**src/rtl/nn_pkg.sv**
```systemverilog
// Shared constants and state encoding for the digit-network scheduler slice.
package nn_pkg;
    localparam int NUM_PIXELS  = 784;
    localparam int DATA_W      = 16;
    localparam int OUT_CLASSES = 10;
    localparam int OUT_W       = $clog2(OUT_CLASSES);

    typedef enum logic [1:0] {IDLE, STREAM, WAIT} sched_state_t;
endpackage

```
**src/rtl/net_scheduler_if.sv**
```systemverilog
// Requester, network and result signals of net_scheduler bundled as one interface.
interface net_scheduler_if
    import nn_pkg::*;
#(
    parameter int dataWidth = DATA_W,
    parameter int numReq    = 2,
    parameter int outWidth  = OUT_W
);
    localparam int idW = $clog2(numReq);

    logic [numReq-1:0]           req_valid;
    logic [numReq*dataWidth-1:0] req_data;
    logic [numReq-1:0]           req_ready;
    logic                        net_valid;
    logic [dataWidth-1:0]        net_data;
    logic                        net_out_valid;
    logic [outWidth-1:0]         net_out_data;
    logic                        res_valid;
    logic [idW-1:0]              res_id;
    logic [outWidth-1:0]         res_data;
    logic                        res_err;
    logic                        busy;
    logic                        spurious_err;

    modport master (
        output req_valid, req_data, net_out_valid, net_out_data,
        input  req_ready, net_valid, net_data, res_valid, res_id, res_data,
               res_err, busy, spurious_err
    );

    modport slave (
        input  req_valid, req_data, net_out_valid, net_out_data,
        output req_ready, net_valid, net_data, res_valid, res_id, res_data,
               res_err, busy, spurious_err
    );
endinterface

```
**src/rtl/net_scheduler_rr_arbiter.sv**
```systemverilog
// Combinational round-robin pick: first active request after last_grant, wrapping.
module rr_arbiter
    import nn_pkg::*;
#(
    parameter int numReq = 2,
    parameter int idW    = $clog2(numReq)
) (
    input  logic [numReq-1:0] req,
    input  logic [idW-1:0]    last_grant,
    output logic [idW-1:0]    winner,
    output logic              any_req
);
    localparam int unsigned N = numReq;

    int unsigned idx;

    always_comb begin
        winner  = '0;
        any_req = 1'b0;
        idx     = 0;
        for (int unsigned i = 1; i <= N; i++) begin
            idx = (32'(last_grant) + i) % N;
            if (!any_req && req[idW'(idx)]) begin
                any_req = 1'b1;
                winner  = idW'(idx);
            end
        end
    end
endmodule

```
**src/rtl/net_scheduler.sv**
```systemverilog
// Time-shares one digit-classifier network between requesters, one image per grant,
// with a watchdog that returns an error result if the network never answers.
module net_scheduler
    import nn_pkg::*;
#(
    parameter int dataWidth     = DATA_W,
    parameter int numPixels     = NUM_PIXELS,
    parameter int outWidth      = OUT_W,
    parameter int numReq        = 2,
    parameter int resultTimeout = 1024
) (
    input  logic           clk,
    input  logic           rst_n,
    net_scheduler_if.slave bus
);
    localparam int GW = $clog2(numReq);
    localparam int PW = $clog2(numPixels);
    localparam int WW = $clog2(resultTimeout + 1);

    localparam logic [PW-1:0] PIX_LAST   = PW'(numPixels - 1);
    localparam logic [WW-1:0] WAIT_LAST  = WW'(resultTimeout - 1);
    localparam logic [GW-1:0] GRANT_INIT = GW'(numReq - 1);

    sched_state_t         state, state_n;
    logic [GW-1:0]        grant, grant_n;
    logic [GW-1:0]        last_grant, last_grant_n;
    logic [GW-1:0]        winner;
    logic                 any_req;
    logic [PW-1:0]        pix_cnt, pix_cnt_n;
    logic [WW-1:0]        wait_cnt, wait_cnt_n;
    logic                 xfer;
    logic [dataWidth-1:0] sel_data;
    logic [numReq-1:0]    ready_d;

    logic                 net_valid_q, net_valid_n;
    logic [dataWidth-1:0] net_data_q, net_data_n;
    logic                 res_valid_q, res_valid_n;
    logic [GW-1:0]        res_id_q, res_id_n;
    logic [outWidth-1:0]  res_data_q, res_data_n;
    logic                 res_err_q, res_err_n;
    logic                 spurious_q, spurious_n;

    rr_arbiter #(
        .numReq (numReq),
        .idW    (GW)
    ) u_arb (
        .req        (bus.req_valid),
        .last_grant (last_grant),
        .winner     (winner),
        .any_req    (any_req)
    );

    assign sel_data = bus.req_data[grant*dataWidth +: dataWidth];
    assign xfer     = (state == STREAM) && bus.req_valid[grant];

    always_ff @(posedge clk or negedge rst_n) begin
        if (!rst_n) begin
            state       <= IDLE;
            grant       <= '0;
            last_grant  <= GRANT_INIT;
            pix_cnt     <= '0;
            wait_cnt    <= '0;
            net_valid_q <= 1'b0;
            net_data_q  <= '0;
            res_valid_q <= 1'b0;
            res_id_q    <= '0;
            res_data_q  <= '0;
            res_err_q   <= 1'b0;
            spurious_q  <= 1'b0;
        end else begin
            state       <= state_n;
            grant       <= grant_n;
            last_grant  <= last_grant_n;
            pix_cnt     <= pix_cnt_n;
            wait_cnt    <= wait_cnt_n;
            net_valid_q <= net_valid_n;
            net_data_q  <= net_data_n;
            res_valid_q <= res_valid_n;
            res_id_q    <= res_id_n;
            res_data_q  <= res_data_n;
            res_err_q   <= res_err_n;
            spurious_q  <= spurious_n;
        end
    end

    always_comb begin
        state_n      = state;
        grant_n      = grant;
        last_grant_n = last_grant;
        pix_cnt_n    = pix_cnt;
        wait_cnt_n   = wait_cnt;
        ready_d      = '0;
        net_valid_n  = 1'b0;
        net_data_n   = net_data_q;
        res_valid_n  = 1'b0;
        res_id_n     = res_id_q;
        res_data_n   = res_data_q;
        res_err_n    = res_err_q;
        // A network answer outside WAIT is flagged but otherwise ignored
        spurious_n   = spurious_q | (bus.net_out_valid && (state != WAIT));

        case (state)
            IDLE: begin
                if (any_req) begin
                    grant_n   = winner;
                    pix_cnt_n = '0;
                    state_n   = STREAM;
                end
            end
            STREAM: begin
                ready_d[grant] = 1'b1;
                if (xfer) begin
                    net_valid_n = 1'b1;
                    net_data_n  = sel_data;
                    pix_cnt_n   = pix_cnt + 1'b1;
                    if (pix_cnt == PIX_LAST) begin
                        state_n      = WAIT;
                        wait_cnt_n   = '0;
                        last_grant_n = grant;
                    end
                end
            end
            WAIT: begin
                wait_cnt_n = wait_cnt + 1'b1;
                if (bus.net_out_valid) begin
                    res_valid_n = 1'b1;
                    res_id_n    = grant;
                    res_data_n  = bus.net_out_data;
                    res_err_n   = 1'b0;
                    state_n     = IDLE;
                end else if (wait_cnt == WAIT_LAST) begin
                    res_valid_n = 1'b1;
                    res_id_n    = grant;
                    res_data_n  = '0;
                    res_err_n   = 1'b1;
                    state_n     = IDLE;
                end
            end
            default: state_n = IDLE;
        endcase
    end

    assign bus.req_ready    = ready_d;
    assign bus.net_valid    = net_valid_q;
    assign bus.net_data     = net_data_q;
    assign bus.res_valid    = res_valid_q;
    assign bus.res_id       = res_id_q;
    assign bus.res_data     = res_data_q;
    assign bus.res_err      = res_err_q;
    assign bus.busy         = (state == STREAM) || (state == WAIT);
    assign bus.spurious_err = spurious_q;
endmodule
```
**src/flat_wrapper.sv**
```systemverilog
// flat-port wrapper written by rule: the top's interface ports become plain ports
module net_scheduler_flat import nn_pkg::*;
#(
    parameter int dataWidth     = DATA_W,
    parameter int numPixels     = NUM_PIXELS,
    parameter int outWidth      = OUT_W,
    parameter int numReq        = 2,
    parameter int resultTimeout = 1024
)
  (clk, rst_n, bus_req_valid, bus_req_data, bus_net_out_valid, bus_net_out_data, bus_req_ready, bus_net_valid, bus_net_data, bus_res_valid, bus_res_id, bus_res_data, bus_res_err, bus_busy, bus_spurious_err);
  net_scheduler_if #(.dataWidth(dataWidth), .numReq(numReq), .outWidth(outWidth)) bus_i ();
  input  logic clk;
  input  logic rst_n;
  input wire logic [$bits(bus_i.req_valid)-1:0] bus_req_valid;
  input wire logic [$bits(bus_i.req_data)-1:0] bus_req_data;
  input wire logic [$bits(bus_i.net_out_valid)-1:0] bus_net_out_valid;
  input wire logic [$bits(bus_i.net_out_data)-1:0] bus_net_out_data;
  output wire logic [$bits(bus_i.req_ready)-1:0] bus_req_ready;
  output wire logic [$bits(bus_i.net_valid)-1:0] bus_net_valid;
  output wire logic [$bits(bus_i.net_data)-1:0] bus_net_data;
  output wire logic [$bits(bus_i.res_valid)-1:0] bus_res_valid;
  output wire logic [$bits(bus_i.res_id)-1:0] bus_res_id;
  output wire logic [$bits(bus_i.res_data)-1:0] bus_res_data;
  output wire logic [$bits(bus_i.res_err)-1:0] bus_res_err;
  output wire logic [$bits(bus_i.busy)-1:0] bus_busy;
  output wire logic [$bits(bus_i.spurious_err)-1:0] bus_spurious_err;
  assign bus_i.req_valid = bus_req_valid;
  assign bus_i.req_data = bus_req_data;
  assign bus_i.net_out_valid = bus_net_out_valid;
  assign bus_i.net_out_data = bus_net_out_data;
  assign bus_req_ready = bus_i.req_ready;
  assign bus_net_valid = bus_i.net_valid;
  assign bus_net_data = bus_i.net_data;
  assign bus_res_valid = bus_i.res_valid;
  assign bus_res_id = bus_i.res_id;
  assign bus_res_data = bus_i.res_data;
  assign bus_res_err = bus_i.res_err;
  assign bus_busy = bus_i.busy;
  assign bus_spurious_err = bus_i.spurious_err;
  net_scheduler #(.dataWidth(dataWidth), .numPixels(numPixels), .outWidth(outWidth), .numReq(numReq), .resultTimeout(resultTimeout)) u_core (.clk(clk), .rst_n(rst_n), .bus(bus_i));
endmodule
```
**config.mk**
```make
export PLATFORM = sky130hd
export DESIGN_NAME = net_scheduler_flat
export DESIGN_NICKNAME = d
export VERILOG_FILES = /design/src/rtl/nn_pkg.sv /design/src/rtl/net_scheduler_if.sv /design/src/rtl/net_scheduler_rr_arbiter.sv /design/src/rtl/net_scheduler.sv /design/src/flat_wrapper.sv
export SDC_FILE = /design/constraint.sdc
export NUM_CORES = 1
export LEC_CHECK = 0
export BUFFER_PORTS_ARGS = -buffer_cell sky130_fd_sc_hd__buf_2
export CAP_MARGIN = 15
export CORE_UTILIZATION = 35
export DETAILED_ROUTE_END_ITERATION = 10
export SLEW_MARGIN = 20
export SYNTH_ARGS = -nofsm -noshare
export SYNTH_HDL_FRONTEND = slang
export SYNTH_SLANG_ARGS = --single-unit
```
**constraint.sdc**
```tcl
create_clock -name clk -period 2.6 [get_ports clk]
set_clock_uncertainty 0.2 [all_clocks]
set_input_delay 0.39 -clock clk [delete_from_list [all_inputs] [get_ports clk]]
set_output_delay 0.39 -clock clk [all_outputs]
set_load 0.1 [all_outputs]
```
-- After elaboration in Yosys (flattened, before gate mapping)
Index checks and enable logic that the tools add are counted.
- register bits: 50
- logic and storage cells: 84
- output and inout port bits: 28
- input port bits: 41
- eq/ne operators: 9
- bitwise gates (word level): 1
- magnitude comparators: 4
- $add $sub $neg: 4
- reductions and logical operators: 17
- muxes and demuxes: 36
- shift operators: 1
- operators by type and width (kind ; number):
    32-bit by 6-bit variable part select with 16-bit output ; 1
    11-bit 2-to-1 mux ; 2
    11-bit one-hot mux with 2 select lines ; 1
    1-bit 2-to-1 mux ; 20
    10-bit 2-to-1 mux ; 2
    10-bit one-hot mux with 2 select lines ; 1
    2-bit 2-to-1 mux ; 6
    11-bit by 1-bit adder with 11-bit output, second input constant ; 1
    11-bit by 10-bit equality test with 1-bit output, second input constant ; 1
    10-bit by 1-bit adder with 10-bit output, second input constant ; 1
    10-bit equality test, second input constant ; 1
    3-bit AND reduction ; 3
    4-bit 2-to-1 mux ; 2
    1-bit by 2-bit less-than comparator with 1-bit output, second input constant ; 3
    2-bit one-hot mux with 3 select lines ; 1
    2-bit AND reduction ; 3
    2-bit nonzero test ; 3
    1-bit logical AND ; 4
    2-bit by 1-bit != test with 1-bit output, second input constant ; 2
    2-bit != test, second input constant ; 2
    4-bit AND reduction ; 1
    3-bit by 2-bit != test with 1-bit output, second input constant ; 1
    1-bit adder, second input constant ; 2
    2-bit by 1-bit equality test with 1-bit output, second input constant ; 1
    7 further kinds ; 7

-- Longest topological paths before layout
- word-level depth: 9
- gate-level depth with buffers: 8
- mapped depth without buffers: 6

-- Cells and area by module
A second synthesis with hierarchy kept.
- cell total of the unflattened synthesis: 250
- area, all modules: 2613.8 um^2
- by module, submodules not included (module ; area an instance (um^2) ; seq. area each (um^2) ; instances ; cells an instance):
    net_scheduler ; 2600.0 ; 1252.5 ; 1 ; 248
    rr_arbiter ; 13.8 ; 0.0 ; 1 ; 2

-- Worst setup path after synthesis
OpenSTA, ideal clock, no wires.
- kind: register -> register
- start point: reg u_core.state[0]
- end point: reg u_core.wait_cnt[4]
- setup slack: -0.290 ns
- data arrival time: 2.594 ns
- library setup time: 0.095 ns
- buffers on the path: 1
- data required time: 2.305 ns
- cell stages (with the launch flop): 8
- clock period less this slack: 2.890 ns
- cell sequence: dfrtp_1 inv_1 ha_1 or3b_1 o41a_1 or2_0 buf_2 o31ai_1
- cells in the longest elaborated chain, start to end: 4
- elaborated cells between the ends (all ways): 8
- classes of those cells: 4 x eq/ne; 1 x mux; 3 x reduce/logical
- RTL lines (element ; RTL line ; source):
    from (decl) ; net_scheduler.sv:24 ; sched_state_t state, state_n;
    from (signal assigned) ; net_scheduler.sv:71 ; state <= state_n;
    2-bit by 1-bit equality test with 1-bit output ; net_scheduler.sv:54, net_scheduler.sv:102 ;
    1-bit logical AND ; net_scheduler.sv:54 ; assign xfer = (state == STREAM) && bus.req_valid[grant];
    2-bit by 1-bit != test with 1-bit output (no line) ; n/a ;
    3-bit AND reduction (no line) ; n/a ;
    to (signal assigned) ; net_scheduler.sv:75 ; wait_cnt <= wait_cnt_n;
    to (decl) ; net_scheduler.sv:30 ; logic [WW-1:0] wait_cnt, wait_cnt_n;
Several ways; a longest one is shown, not always the timed one.
A chain may end at the register's enable or synchronous reset.

-- Final worst setup path
- start point: reg u_core.state[1]
- end point: out bus_req_ready[0]
- cells in the longest elaborated chain, start to end: 2
- RTL lines (element ; RTL line ; source):
    2-bit by 1-bit equality test with 1-bit output ; net_scheduler.sv:102 ; case (state)
    2-bit 2-to-1 mux ; net_scheduler.sv:102 ;
    to (decl) ; flat_wrapper.sv:18 ; output wire logic [$bits(bus_i.req_ready)-1:0] bus_req_ready;
No other way between the ends.

==> impl_metrics.ini <==
[run_status]
status = finished, final reports clean

[power]
intPower_mw = 1.60
clock_power_share_pct = 13.2
vdd_drop_max_uv = 719
p_comb_share_pct = 57.6
power_density_nw_per_um2 = 1150
sequentialPowerShare_pct = 29.2
power.switching_mw = 1.97
finalPower_mw = 3.57
power_leakage_nw = 1.51
netSwitchingFraction_pct = 55.1

[setup_path]
cpMostUsedCell = inv_1
worstPathCellList = inv_1, ha_1, inv_1, nor2_2, clkbuf_4
rr_startpoint = u_core.state[1]
cp-startpoint = u_core.state[1]
end_kind = output pin
start_kind = register
crit_required_ps = 2010
slowest_delay_ps = 400
crit_arrival_ps = 1860
crit_fanout = 10
crit_slowest_cell = dfrtp_1
critical_path_class = reg2out

[floorplan]
ios = 69
rows = 30
core_um2 = 6830
die-area_um2 = 7490
die_x_um = 86.6
die_h_um = 86.6
initial_core_util_pct = 36.6

[clock_tree]
root_buffer = clkbuf_8
clock_path_buffers = 2
insertion_delay_ps = 300
clock_sinks = 50
numCtsBuffers = 5
cts_tree = yes
htreeDepth = 2
path_clk_slew_ps = 80

[global_route]
grt.total_usage_pct = 15.1
grt_pass1_vias = 1902
grt_max_degree = 32
overflow = 0
antenna_found_initial = 0
grt_pass1_wl_mm = 8.92

[yosys]
synth-seq-cells = 50
synthArstFlopShare_pct = 100
synthesis.instances = 248
synth_cell_types = 44
synthesis.area_um2 = 2500
synth-edff-count = 0
avgSynthCellArea_um2 = 10.1
synth_ff_type = dfrtp_1
synth_warnings = 0
ys_seq_area_share_pct = 50.1
synth_nets = 294

[cells_and_area]
layout_common_cells = buf_2 (67), dfrtp_1 (49), nand2_1 (34)
area.sequential_um2 = 1250
num_antenna_cells = 0
syn2layout_area_growth_pct = 23.7
final_common_cell = buf_2
drive_gt1_share_pct = 28.1
nets = 365
stdcell_area_um2 = 3100
fill_cells = 702
multi_input_area_um2 = 1190

[placement]
globalplace.congestion = 0.732
post-place-ws_ps = 134
dp_hpwl_mm = 3.93
io_buffers = 68
placed_area_um2 = 2990

[timing]
fin_crit_sh_pct = 94.4
tns_ps = 0
rsz0062_at_grt = no
maxSlewHeadroom_pct = 55.1
setup_viol = 0
hold_viol = 0
holdWs_ps = 148
setup_slack_ps = 146
drv_slew = 0
worst_pin_slew_ps = 674
fmax_mhz = 407
period_needed_ps = 2450

[hold_path]
min_from = bus_net_out_data[1]
hold_class = in2reg

[detailed_routing]
dr.pass1.iters = 4
ant_nets = 0
vias_per_cell = 5.07
drc = 0
routedWlPerCell_um = 12.9
vias = 2110
wl_mm = 5.36
initialDrtViolationCount = 112

[job]
maxCapViolations = 0
==> kinds of logic after synthesis <==
family                     Yosys count  share of synthesized area, %
muxes                               20                          8.15
AOI/OAI and AO/OA                   74                          20.4
DFF                                 50                          50.1
buffers and inverters               19                          3.00
and+or+nand+nor                     80                          15.9
adders and majority gates            5                          2.50
==> area by class of cell <==
class / count / area share [%]
well taps: 96 / 3.88
repair buffers: 76 / 13.5
flip-flops and latches: 50 / 40.4
multi-input cells: 179 / 38.4
clock buffers: 8 / 2.91
inverters: 7 / 0.848
==> routing by layer <==
layer | share of wire [%] | vias up | track usage [%]
met5 | 0 | - | 0
met4 | 1.5 | 0 | 5.00
met3 | 3.8 | 6 | 3.05
met2 | 46 | 43 | 24.0
met1 | 48 | 1017 | 20.7
li1 | - | 1044 | -
==> synth_stat cells, types with 2 or more instances <==
library cell | count | share of area [%]
buf_2 | 3 | 0.60
o41ai_2 | 4 | 2.6
a21oi_1 | 5 | 1.0
o31ai_1 | 2 | 0.60
and3_1 | 3 | 0.75
clkbuf_1 | 9 | 1.3
o21ai_0 | 14 | 2.8
nand4_1 | 2 | 0.50
nor2b_1 | 2 | 0.50
a21o_1 | 3 | 0.90
nor3_1 | 3 | 0.60
nand2b_1 | 4 | 1.0
inv_1 | 6 | 0.90
nand2_1 | 34 | 5.1
nand3_1 | 7 | 1.4
nor2_1 | 10 | 1.5
nor4_1 | 2 | 0.50
and2_1 | 6 | 1.5
ha_1 | 5 | 2.5
mux2_1 | 3 | 1.3
o21a_1 | 4 | 1.2
o21ai_1 | 24 | 4.8
dfrtp_1 | 49 | 49
a22o_1 | 4 | 1.4
mux2i_1 | 17 | 6.8
a32o_1 | 5 | 2.0
==> flip-flops by register name (all words and copies together), names as in the netlist, 2 cells and up <==
signal	cells
u_core.bus.res_data	4
u_core.wait_cnt	11
u_core.pix_cnt	10
u_core.state	2
u_core.bus.net_data	16
==> timing repair <==
item | CTS | global route
hold buffers | 1 | 0
endpoints found under the hold margin | 19 | 0
setup buffers | 0 | 0
gates resized for setup | 0 | 1
setup endpoints to repair | 0 | 1
==> worst max-delay path, delay by kind of cell (launching register included) <==
family | cells | cell delay [ps]
buf+inv | 3 | 680
flops | 1 | 400
fa+ha+maj | 1 | 370
simple gates | 1 | 110
==> metrics by stage <==
step | cells | util (%)
after floorplan | 248 | -
after global placement | 407 | 43.8
after detailed placement | 407 | 43.8
after CTS | 416 | 45.3
after global routing | 416 | 45.3
final | 416 | 45.3
==> power by group through the flow <==
stage / sequential (mW) / combinational (mW) / clock (mW)
after detailed placement: 1.06 / 2.07 / 0
after global placement: 1.06 / 2.05 / 0
after global routing: 1.07 / 2.18 / 0.520
after floorplan: 1.96 / 0.805 / 0
after CTS: 1.05 / 2.07 / 0.492
final: 1.04 / 2.06 / 0.470
==> path summary, 6_finish.rpt <==
path,to,slack [ps],depth (start not counted)
max,bus_req_ready[0],150,5
min,u_core.bus.res_data[1],150,2
max reg2reg,u_core.wait_cnt[4],150,6
min reg2reg,u_core.bus.spurious_err,260,1
max in group asynchronous,u_core.last_grant,1220,3
min in group asynchronous,u_core.wait_cnt[1],380,2
No activity file was read; power rests on OpenSTA's default activity.
